$ cat config.mk
export PLATFORM = sky130hd
export DESIGN_NAME = serial_subtractor_flat
export DESIGN_NICKNAME = d
export VERILOG_FILES = /design/src/rtl/serial_subtractor_pkg.sv /design/src/rtl/serial_subtractor_if.sv /design/src/rtl/serial_subtractor_borrow_slice.sv /design/src/rtl/serial_subtractor.sv /design/src/flat_wrapper.sv
export SDC_FILE = /design/constraint.sdc
export NUM_CORES = 1
export LEC_CHECK = 0
export BUFFER_PORTS_ARGS = -buffer_cell sky130_fd_sc_hd__buf_2
export CAP_MARGIN = 0
export CELL_PAD_IN_SITES_DETAIL_PLACEMENT = 1
export CELL_PAD_IN_SITES_GLOBAL_PLACEMENT = 1
export CORE_MARGIN = 2
export CORE_UTILIZATION = 45
export DETAILED_ROUTE_END_ITERATION = 8
export GPL_TIMING_DRIVEN = 0
export PLACE_DENSITY_LB_ADDON = 0.1
export SLEW_MARGIN = 20
export SYNTH_ARGS = -nofsm -noshare
export SYNTH_HDL_FRONTEND = slang
export SYNTH_HIERARCHICAL = 1
export SYNTH_SLANG_ARGS = --single-unit
$ cat constraint.sdc
create_clock -name clk -period 7.1 [get_ports clk]
set_input_delay 1.42 -clock clk [delete_from_list [all_inputs] [get_ports clk]]
set_output_delay 1.42 -clock clk [all_outputs]
set_load 0.05 [all_outputs]
$ cat src/rtl/serial_subtractor_pkg.sv
// Shared definitions for the digit-serial subtractor.
//   state_e        : controller states (idle, running slices, result held)
//   calc_steps     : number of DIGIT-bit slices per operation
//   step_cnt_width : width of the slice counter (at least 1 bit)
package serial_subtractor_pkg;

  typedef enum logic [1:0] {
    StIdle,
    StRun,
    StDone
  } state_e;

  function automatic int unsigned calc_steps(input int unsigned width, input int unsigned digit);
    return width / digit;
  endfunction

  function automatic int unsigned step_cnt_width(input int unsigned steps);
    return (steps > 1) ? $clog2(steps) : 1;
  endfunction

endpackage

$ cat src/rtl/serial_subtractor_if.sv
// Operand/result handshake bundle for serial_subtractor.
//   in_valid/in_ready   : operand transfer (a, b, bin)
//   out_valid/out_ready : result transfer (diff, bout, ovf, zero)
// master: operand source / result consumer side. slave: the subtractor.
interface serial_subtractor_if #(
  parameter int unsigned WIDTH = 4
);
  logic             in_valid;
  logic             in_ready;
  logic [WIDTH-1:0] a;
  logic [WIDTH-1:0] b;
  logic             bin;
  logic             out_valid;
  logic             out_ready;
  logic [WIDTH-1:0] diff;
  logic             bout;
  logic             ovf;
  logic             zero;

  modport master (
    output in_valid, a, b, bin, out_ready,
    input  in_ready, out_valid, diff, bout, ovf, zero
  );

  modport slave (
    input  in_valid, a, b, bin, out_ready,
    output in_ready, out_valid, diff, bout, ovf, zero
  );
endinterface

$ cat src/rtl/serial_subtractor_borrow_slice.sv
// Combinational DIGIT-bit ripple-borrow subtractor: d = x - y - bi.
//   x, y : slice of minuend / subtrahend
//   bi   : borrow into the slice LSB
//   d    : slice difference
//   bo   : borrow out of the slice MSB
module serial_subtractor_borrow_slice #(
  parameter int unsigned DIGIT = 1
) (
  input  logic [DIGIT-1:0] x,
  input  logic [DIGIT-1:0] y,
  input  logic             bi,
  output logic [DIGIT-1:0] d,
  output logic             bo
);

  logic [DIGIT:0] chain;

  assign chain[0] = bi;

  for (genvar i = 0; i < DIGIT; i++) begin : g_bit
    assign d[i]       = x[i] ^ y[i] ^ chain[i];
    assign chain[i+1] = (~x[i] & y[i]) | (~(x[i] ^ y[i]) & chain[i]);
  end

  assign bo = chain[DIGIT];

endmodule

$ cat src/rtl/serial_subtractor.sv
// Digit-serial subtractor: diff = (a - b - bin) mod 2^WIDTH, LSB slice first, one DIGIT-bit
// slice per clock through a registered borrow. Result and flags are held until accepted.
//   clk   : rising-edge clock
//   rst_n : asynchronous active-low reset
//   bus   : operand/result handshake bundle (slave side)
module serial_subtractor
  import serial_subtractor_pkg::*;
#(
  parameter int unsigned WIDTH = 4,
  parameter int unsigned DIGIT = 1
) (
  input logic                clk,
  input logic                rst_n,
  serial_subtractor_if.slave bus
);

  localparam int unsigned STEPS = calc_steps(WIDTH, DIGIT);
  localparam int unsigned CW    = step_cnt_width(STEPS);
  localparam logic [WIDTH-1:0] SLICE_MASK = WIDTH'({DIGIT{1'b1}});

  if (WIDTH < 2 || DIGIT == 0 || (WIDTH % DIGIT) != 0) begin : g_bad_params
    $error("serial_subtractor: need WIDTH >= 2 and DIGIT dividing WIDTH");
  end

  state_e           state_q, state_d;
  logic [CW-1:0]    step_q, step_d;
  logic [WIDTH-1:0] a_q, a_d;
  logic [WIDTH-1:0] b_q, b_d;
  logic             borrow_q, borrow_d;
  logic [WIDTH-1:0] diff_q, diff_d;
  logic             bout_q, bout_d;
  logic             ovf_q, ovf_d;
  logic             zero_q, zero_d;

  logic [31:0]      slice_base;
  logic [DIGIT-1:0] slice_a, slice_b, slice_d;
  logic             slice_bo;

  // Shifts instead of variable part-selects keep the slice mux simple for any DIGIT.
  assign slice_base = 32'(step_q) * DIGIT;
  assign slice_a    = DIGIT'(a_q >> slice_base);
  assign slice_b    = DIGIT'(b_q >> slice_base);

  serial_subtractor_borrow_slice #(
    .DIGIT(DIGIT)
  ) u_slice (
    .x (slice_a),
    .y (slice_b),
    .bi(borrow_q),
    .d (slice_d),
    .bo(slice_bo)
  );

  always_comb begin
    state_d  = state_q;
    step_d   = step_q;
    a_d      = a_q;
    b_d      = b_q;
    borrow_d = borrow_q;
    diff_d   = diff_q;
    bout_d   = bout_q;
    ovf_d    = ovf_q;
    zero_d   = zero_q;

    unique case (state_q)
      StIdle: begin
        if (bus.in_valid) begin
          a_d      = bus.a;
          b_d      = bus.b;
          borrow_d = bus.bin;
          step_d   = '0;
          state_d  = StRun;
        end
      end
      StRun: begin
        diff_d   = (diff_q & ~(SLICE_MASK << slice_base)) |
                   ((WIDTH'(slice_d) & SLICE_MASK) << slice_base);
        borrow_d = slice_bo;
        step_d   = step_q + CW'(1);
        if (step_q == CW'(STEPS - 1)) begin
          // diff_d now carries every slice, so the flags see the complete result.
          bout_d  = slice_bo;
          ovf_d   = (a_q[WIDTH-1] != b_q[WIDTH-1]) && (diff_d[WIDTH-1] != a_q[WIDTH-1]);
          zero_d  = ~|diff_d;
          step_d  = '0;
          state_d = StDone;
        end
      end
      StDone: begin
        if (bus.out_ready) begin
          state_d = StIdle;
        end
      end
      default: state_d = StIdle;
    endcase
  end

  always_ff @(posedge clk or negedge rst_n) begin
    if (!rst_n) begin
      state_q  <= StIdle;
      step_q   <= '0;
      a_q      <= '0;
      b_q      <= '0;
      borrow_q <= 1'b0;
      diff_q   <= '0;
      bout_q   <= 1'b0;
      ovf_q    <= 1'b0;
      zero_q   <= 1'b0;
    end else begin
      state_q  <= state_d;
      step_q   <= step_d;
      a_q      <= a_d;
      b_q      <= b_d;
      borrow_q <= borrow_d;
      diff_q   <= diff_d;
      bout_q   <= bout_d;
      ovf_q    <= ovf_d;
      zero_q   <= zero_d;
    end
  end

  assign bus.in_ready  = (state_q == StIdle);
  assign bus.out_valid = (state_q == StDone);
  assign bus.diff      = diff_q;
  assign bus.bout      = bout_q;
  assign bus.ovf       = ovf_q;
  assign bus.zero      = zero_q;

endmodule

$ cat src/flat_wrapper.sv
// flat-port wrapper written by rule: the top's interface ports become plain ports
module serial_subtractor_flat import serial_subtractor_pkg::*;
#(
  parameter int unsigned WIDTH = 4,
  parameter int unsigned DIGIT = 1
)
  (clk, rst_n, bus_in_valid, bus_a, bus_b, bus_bin, bus_out_ready, bus_in_ready, bus_out_valid, bus_diff, bus_bout, bus_ovf, bus_zero);
  serial_subtractor_if #(.WIDTH(WIDTH)) bus_i ();
  input logic clk;
  input logic rst_n;
  input wire logic [$bits(bus_i.in_valid)-1:0] bus_in_valid;
  input wire logic [$bits(bus_i.a)-1:0] bus_a;
  input wire logic [$bits(bus_i.b)-1:0] bus_b;
  input wire logic [$bits(bus_i.bin)-1:0] bus_bin;
  input wire logic [$bits(bus_i.out_ready)-1:0] bus_out_ready;
  output wire logic [$bits(bus_i.in_ready)-1:0] bus_in_ready;
  output wire logic [$bits(bus_i.out_valid)-1:0] bus_out_valid;
  output wire logic [$bits(bus_i.diff)-1:0] bus_diff;
  output wire logic [$bits(bus_i.bout)-1:0] bus_bout;
  output wire logic [$bits(bus_i.ovf)-1:0] bus_ovf;
  output wire logic [$bits(bus_i.zero)-1:0] bus_zero;
  assign bus_i.in_valid = bus_in_valid;
  assign bus_i.a = bus_a;
  assign bus_i.b = bus_b;
  assign bus_i.bin = bus_bin;
  assign bus_i.out_ready = bus_out_ready;
  assign bus_in_ready = bus_i.in_ready;
  assign bus_out_valid = bus_i.out_valid;
  assign bus_diff = bus_i.diff;
  assign bus_bout = bus_i.bout;
  assign bus_ovf = bus_i.ovf;
  assign bus_zero = bus_i.zero;
  serial_subtractor #(.WIDTH(WIDTH), .DIGIT(DIGIT)) u_core (.clk(clk), .rst_n(rst_n), .bus(bus_i));
endmodule
* Word level (Yosys, flattened, before mapping)
Index checks and enable logic that the tools add are counted.
** Cells by class
- Add/subtract/negate cells :: 1
- Muxes and demuxes :: 9
- Shift-type cells :: 4
- Equal/unequal tests :: 8
- Bitwise gates (word level) :: 10
- Reductions and logical operators :: 9
** Operator list (number)
- 2-bit two-way mux :: 5
- 4-bit by 2-bit right shift with 1-bit output :: 2
- 2-bit one-hot mux with 3 select lines :: 1
- 2-bit AND reduction :: 3
- 4-bit bitwise AND :: 1
- 2-bit == test, second input constant :: 2
- 2-bit inequality test, second input constant :: 2
- 4-bit NOT :: 1
- 4-bit bitwise OR :: 1
- 2-bit one-hot mux with 2 select lines :: 1
- 4-bit OR reduction :: 1
- 1-bit by 2-bit << shifter with 4-bit output :: 1
- 1-bit by 2-bit << shifter with 4-bit output, first input constant :: 1
- 3-bit AND reduction :: 1
- 2-bit by 1-bit adder with 2-bit output, second input constant :: 1
- 1-bit bitwise AND :: 2
- 2-bit by 1-bit == test with 1-bit output, second input constant :: 1
- 2-bit zero test :: 1
- 1-bit inequality test :: 2
- 2-bit by 1-bit inequality test with 1-bit output, second input constant :: 1
- 1-bit NOT :: 2
- 1-bit one-hot mux with 2 select lines :: 1
- 2-bit nonzero test :: 1
- 1-bit XOR :: 2
- other kinds (4) :: 4
** Word-level totals
- Flip-flop bits (word level) :: 20
- Output and inout bits :: 9
- Logic and storage cells :: 50
- Input bits :: 13

* Depth between registers and ports, before layout
- Depth in word-level cells :: 7
- Gate-level depth with buffers :: 7
- Mapped depth without buffers :: 6

* Hierarchy
Netlist, hierarchy kept.
** Modules (own cells, without submodules)
- serial_subtractor :: times used 1, seq. area each 500.5 µm², area an instance 1012.2 µm², cells an instance 82
- serial_subtractor_borrow_slice :: times used 1, seq. area each 0.0 µm², area an instance 31.3 µm², cells an instance 4

* Least setup slack after synthesis
Ideal clock, no wire load.
- Kind :: register to output
- Start point :: register u_core.state_q[1]
- End point :: output port bus_out_valid
- Data required time :: 5680 ps
- Stages on the path, launching flop included :: 2
- Data arrival time :: 1169 ps
- Path slack :: 4511 ps
- Cell sequence :: dfrtp_1 -> nor2b_1
** On the way
- Cells in the longest elaborated chain, start to end :: 1
** Ends and longest elaborated chain
- from (decl) :: RTL line serial_subtractor.sv:25 : state_e state_q, state_d;
- from (signal assigned) :: RTL line serial_subtractor.sv:100 : state_q <= StIdle;
- from (signal assigned) :: RTL line serial_subtractor.sv:110 : state_q <= state_d;
- 2-bit == test :: RTL line serial_subtractor.sv:123 : assign bus.out_valid = (state_q == StDone);
- to (decl) :: RTL line flat_wrapper.sv:17 : output wire logic [$bits(bus_i.out_valid)-1:0] bus_out_valid;
Every way passes these cells.

* Worst setup path after layout
- Start point :: register u_core.state_q[0]
- End point :: output port bus_out_valid
Same word-level chain as after synthesis.

==> qor.yml <==
routing:
  vias: 765
  viasPerCell: 5.50
  wl_per_cell_um: 15.6
  ant_nets: 0
  dr.pass1.iters: 4
  drt_wl_total_mm: 2.17
  drcViolationCount: 0
  drtIter0Drc: 12
cts:
  postCtsHoldBufs: 0
  cts.clk_slew.worst_paths_ns: 0.12
  cts-root-buf: "clkbuf_4"
  ctsResizeCount: 0
  cts_htree_levels: 1
  clock-sinks: 20
  cts_tree: "built"
  cts_setup_buffers: 0
  cts_buffers: 3
  clockBufferDepth: 2
  clkLatencyLatePin_ns: 0.30
worst_hold_path:
  min_path_type: "reg2reg"
synth:
  ys_types: 34
  synth_top_area_share_pct: 48.0
  syn_avg_cell_area_sq_um: 12.1
  syn_inst: 86
  synth_nets: 105
  netlist_area_sq_um: 1040
  synth_warnings: 6
  ys_ff_latch: 20
  yosys.area.top_type: "dfrtp_1"
  yosysMostFrequentCell: "dfrtp_1"
  synth_common_cells: "dfrtp_1 (20), inv_1 (8), mux2_1 (7)"
  synth_edf_count: 0
  ys.flop_type: "dfrtp_1"
  synthTopCellsByArea: "dfrtp_1 (48%), mux2_1 (7.6%), ha_1 (6.0%)"
  ys_async_sr_fraction_pct: 100
  seq_area_frac_synth_pct: 48.0
worst_setup_path:
  critical_path_class: "reg2out"
  cp.required_ns: 5.68
  worstPathMaxFanout: 5
  path_cells: "nor2b_1 -> buf_2"
  cp.arrival_ns: 1.21
  critPathSlowestCell: "dfrtp_1"
  cp-start-kind: "flip-flop"
  cp_num_buf_inv: 1
  crit_path_end_kind: "output port"
  crit_path_max_incr_delay_ns: 0.46
  path_delay_family: "flip-flops"
global_routing:
  grtUsageTotal_pct: 19.8
  grt_pass1_vias: 785
  grt_pass1_wl_mm: 3.81
  grt_max_degree: 21
  grt_antenna_before_repair: 0
  grt_overflow: 0
final_layout:
  antenna_cells: 0
  drive_above_1_share_pct: 30.6
  multi_input_area_sq_um: 483
  fin_nets: 131
  seqCellArea_sq_um: 500
  area_growth_pct: 18.5
  nFillCells: 251
sta:
  fin_crit_sh_pct: 37.0
  worstMarginPinSlew_ns: 0.458
  slew-limit-headroom_pct: 69.5
  skew_ns: 0.00521
  hold_violations: 0
  max_freq_mhz: 381
  rsz0062_at_grt: "false"
  finalSetupViolCount: 0
  setup-tns-final_ns: 0
  worst_slack_ns: 4.47
  period_needed_ns: 2.63
  drv_slew: 0
place:
  gp_routability_congestion: 0.739
  io_buffers: 21
  post-place-ws_ns: 4.61
  hpwl_mm: 1.57
floorplanning:
  die_h_um: 52.2
  ios: 22
  dieArea_sq_um: 2720
  fp-row-count: 17
  dieWidth_um: 52.2
  initial_utilization_pct: 47.2
  core_sq_um: 2210
run:
  maxCapViolCount: 0
run_status:
  status: "completed"
==> cells in the final DEF (no fill, tap or decap), drive strengths merged, types with 2 or more instances in the layout <==
master	n
nor3b	2
inv	8
nand2b	5
a21o	2
o2111ai	2
mux4	2
nand2	7
clkbuf	3
nor2	2
ha	5
mux2	8
o31ai	2
dfrtp	20
buf	24
nor3	2
==> registers in the layout, summed over array words and instances, names as in the netlist <==
register,cells
u_core/bus.diff,4
u_core/step_q,2
u_core/borrow_q,1
u_core/b_q,4
u_core/bus.zero,1
u_core/bus.bout,1
u_core/state_q,2
u_core/bus.ovf,1
u_core/a_q,4
==> through the flow <==
step,std cells,util [%],hold slack [ns],area [sq um]
5_1_grt,139,55.9,0.539,1240
2_1_floorplan,86,-,0.452,1040
3_5_place_dp,135,53.5,0.480,1180
4_1_cts,139,55.9,0.510,1240
6_report,139,55.9,0.503,1240
3_3_place_gp,135,53.5,0.470,1180
==> final cells by class <==
cell class / instances / area share, %
Sequential cell: 20 / 40.5
Tap cell: 28 / 2.83
Clock buffer: 3 / 1.82
Buffer: 3 / 2.43
Inverter: 8 / 2.43
Clock inverter: 1 / 2.43
Multi-Input combinational cell: 55 / 39.1
Timing Repair Buffer: 21 / 8.50
==> final timing paths <==
path                                   start           endpoint  slack [ns]  depth (start not counted)
min in group asynchronous              rst_n      u_core/b_q[1]        1.05                          1
min                            u_core/b_q[1]      u_core/b_q[1]        0.50                          1
min reg2reg                    u_core/b_q[1]      u_core/b_q[1]        0.50                          1
max in group asynchronous              rst_n  u_core/state_q[1]        5.74                          1
max                        u_core/state_q[0]      bus_out_valid        4.47                          2
max reg2reg                 u_core/step_q[0]     u_core/bus.ovf        4.67                          6
==> worst register-to-register path: stages (launching register included) <==
cell	delay (ns)
dfrtp_1	0.43
buf_4	0.19
mux4_2	0.52
fa_1	0.57
nand3_1	0.14
a211o_1	0.30
a41oi_1	0.20
==> logic make-up (layout without fill, tap and decap cells) <==
group                    count (synthesis)  after routing  share of synthesized area [%]
flip-flops                              20             20                           48.0
adder cells (fa/ha/maj)                  6              6                           7.91
AO/OA/AOI/OAI                           16             16                           11.9
multiplexers                            10             10                           13.3
AND/OR/NAND/NOR                         23             23                           13.2
buffers and inverters                   11             36                           5.76
==> layer usage <==
layer | wire length, um | vias up | GRT usage (%)
li1 | - | 358 | -
met1 | 1030 | 385 | 27.6
met2 | 1040 | 18 | 30.2
met3 | 70 | 4 | 2.59
met4 | 33 | 0 | 10.3
met5 | 0 | - | 0
Power is not shown: default switching activity piles up to over one toggle a cycle in this logic, so the estimate is an artifact.
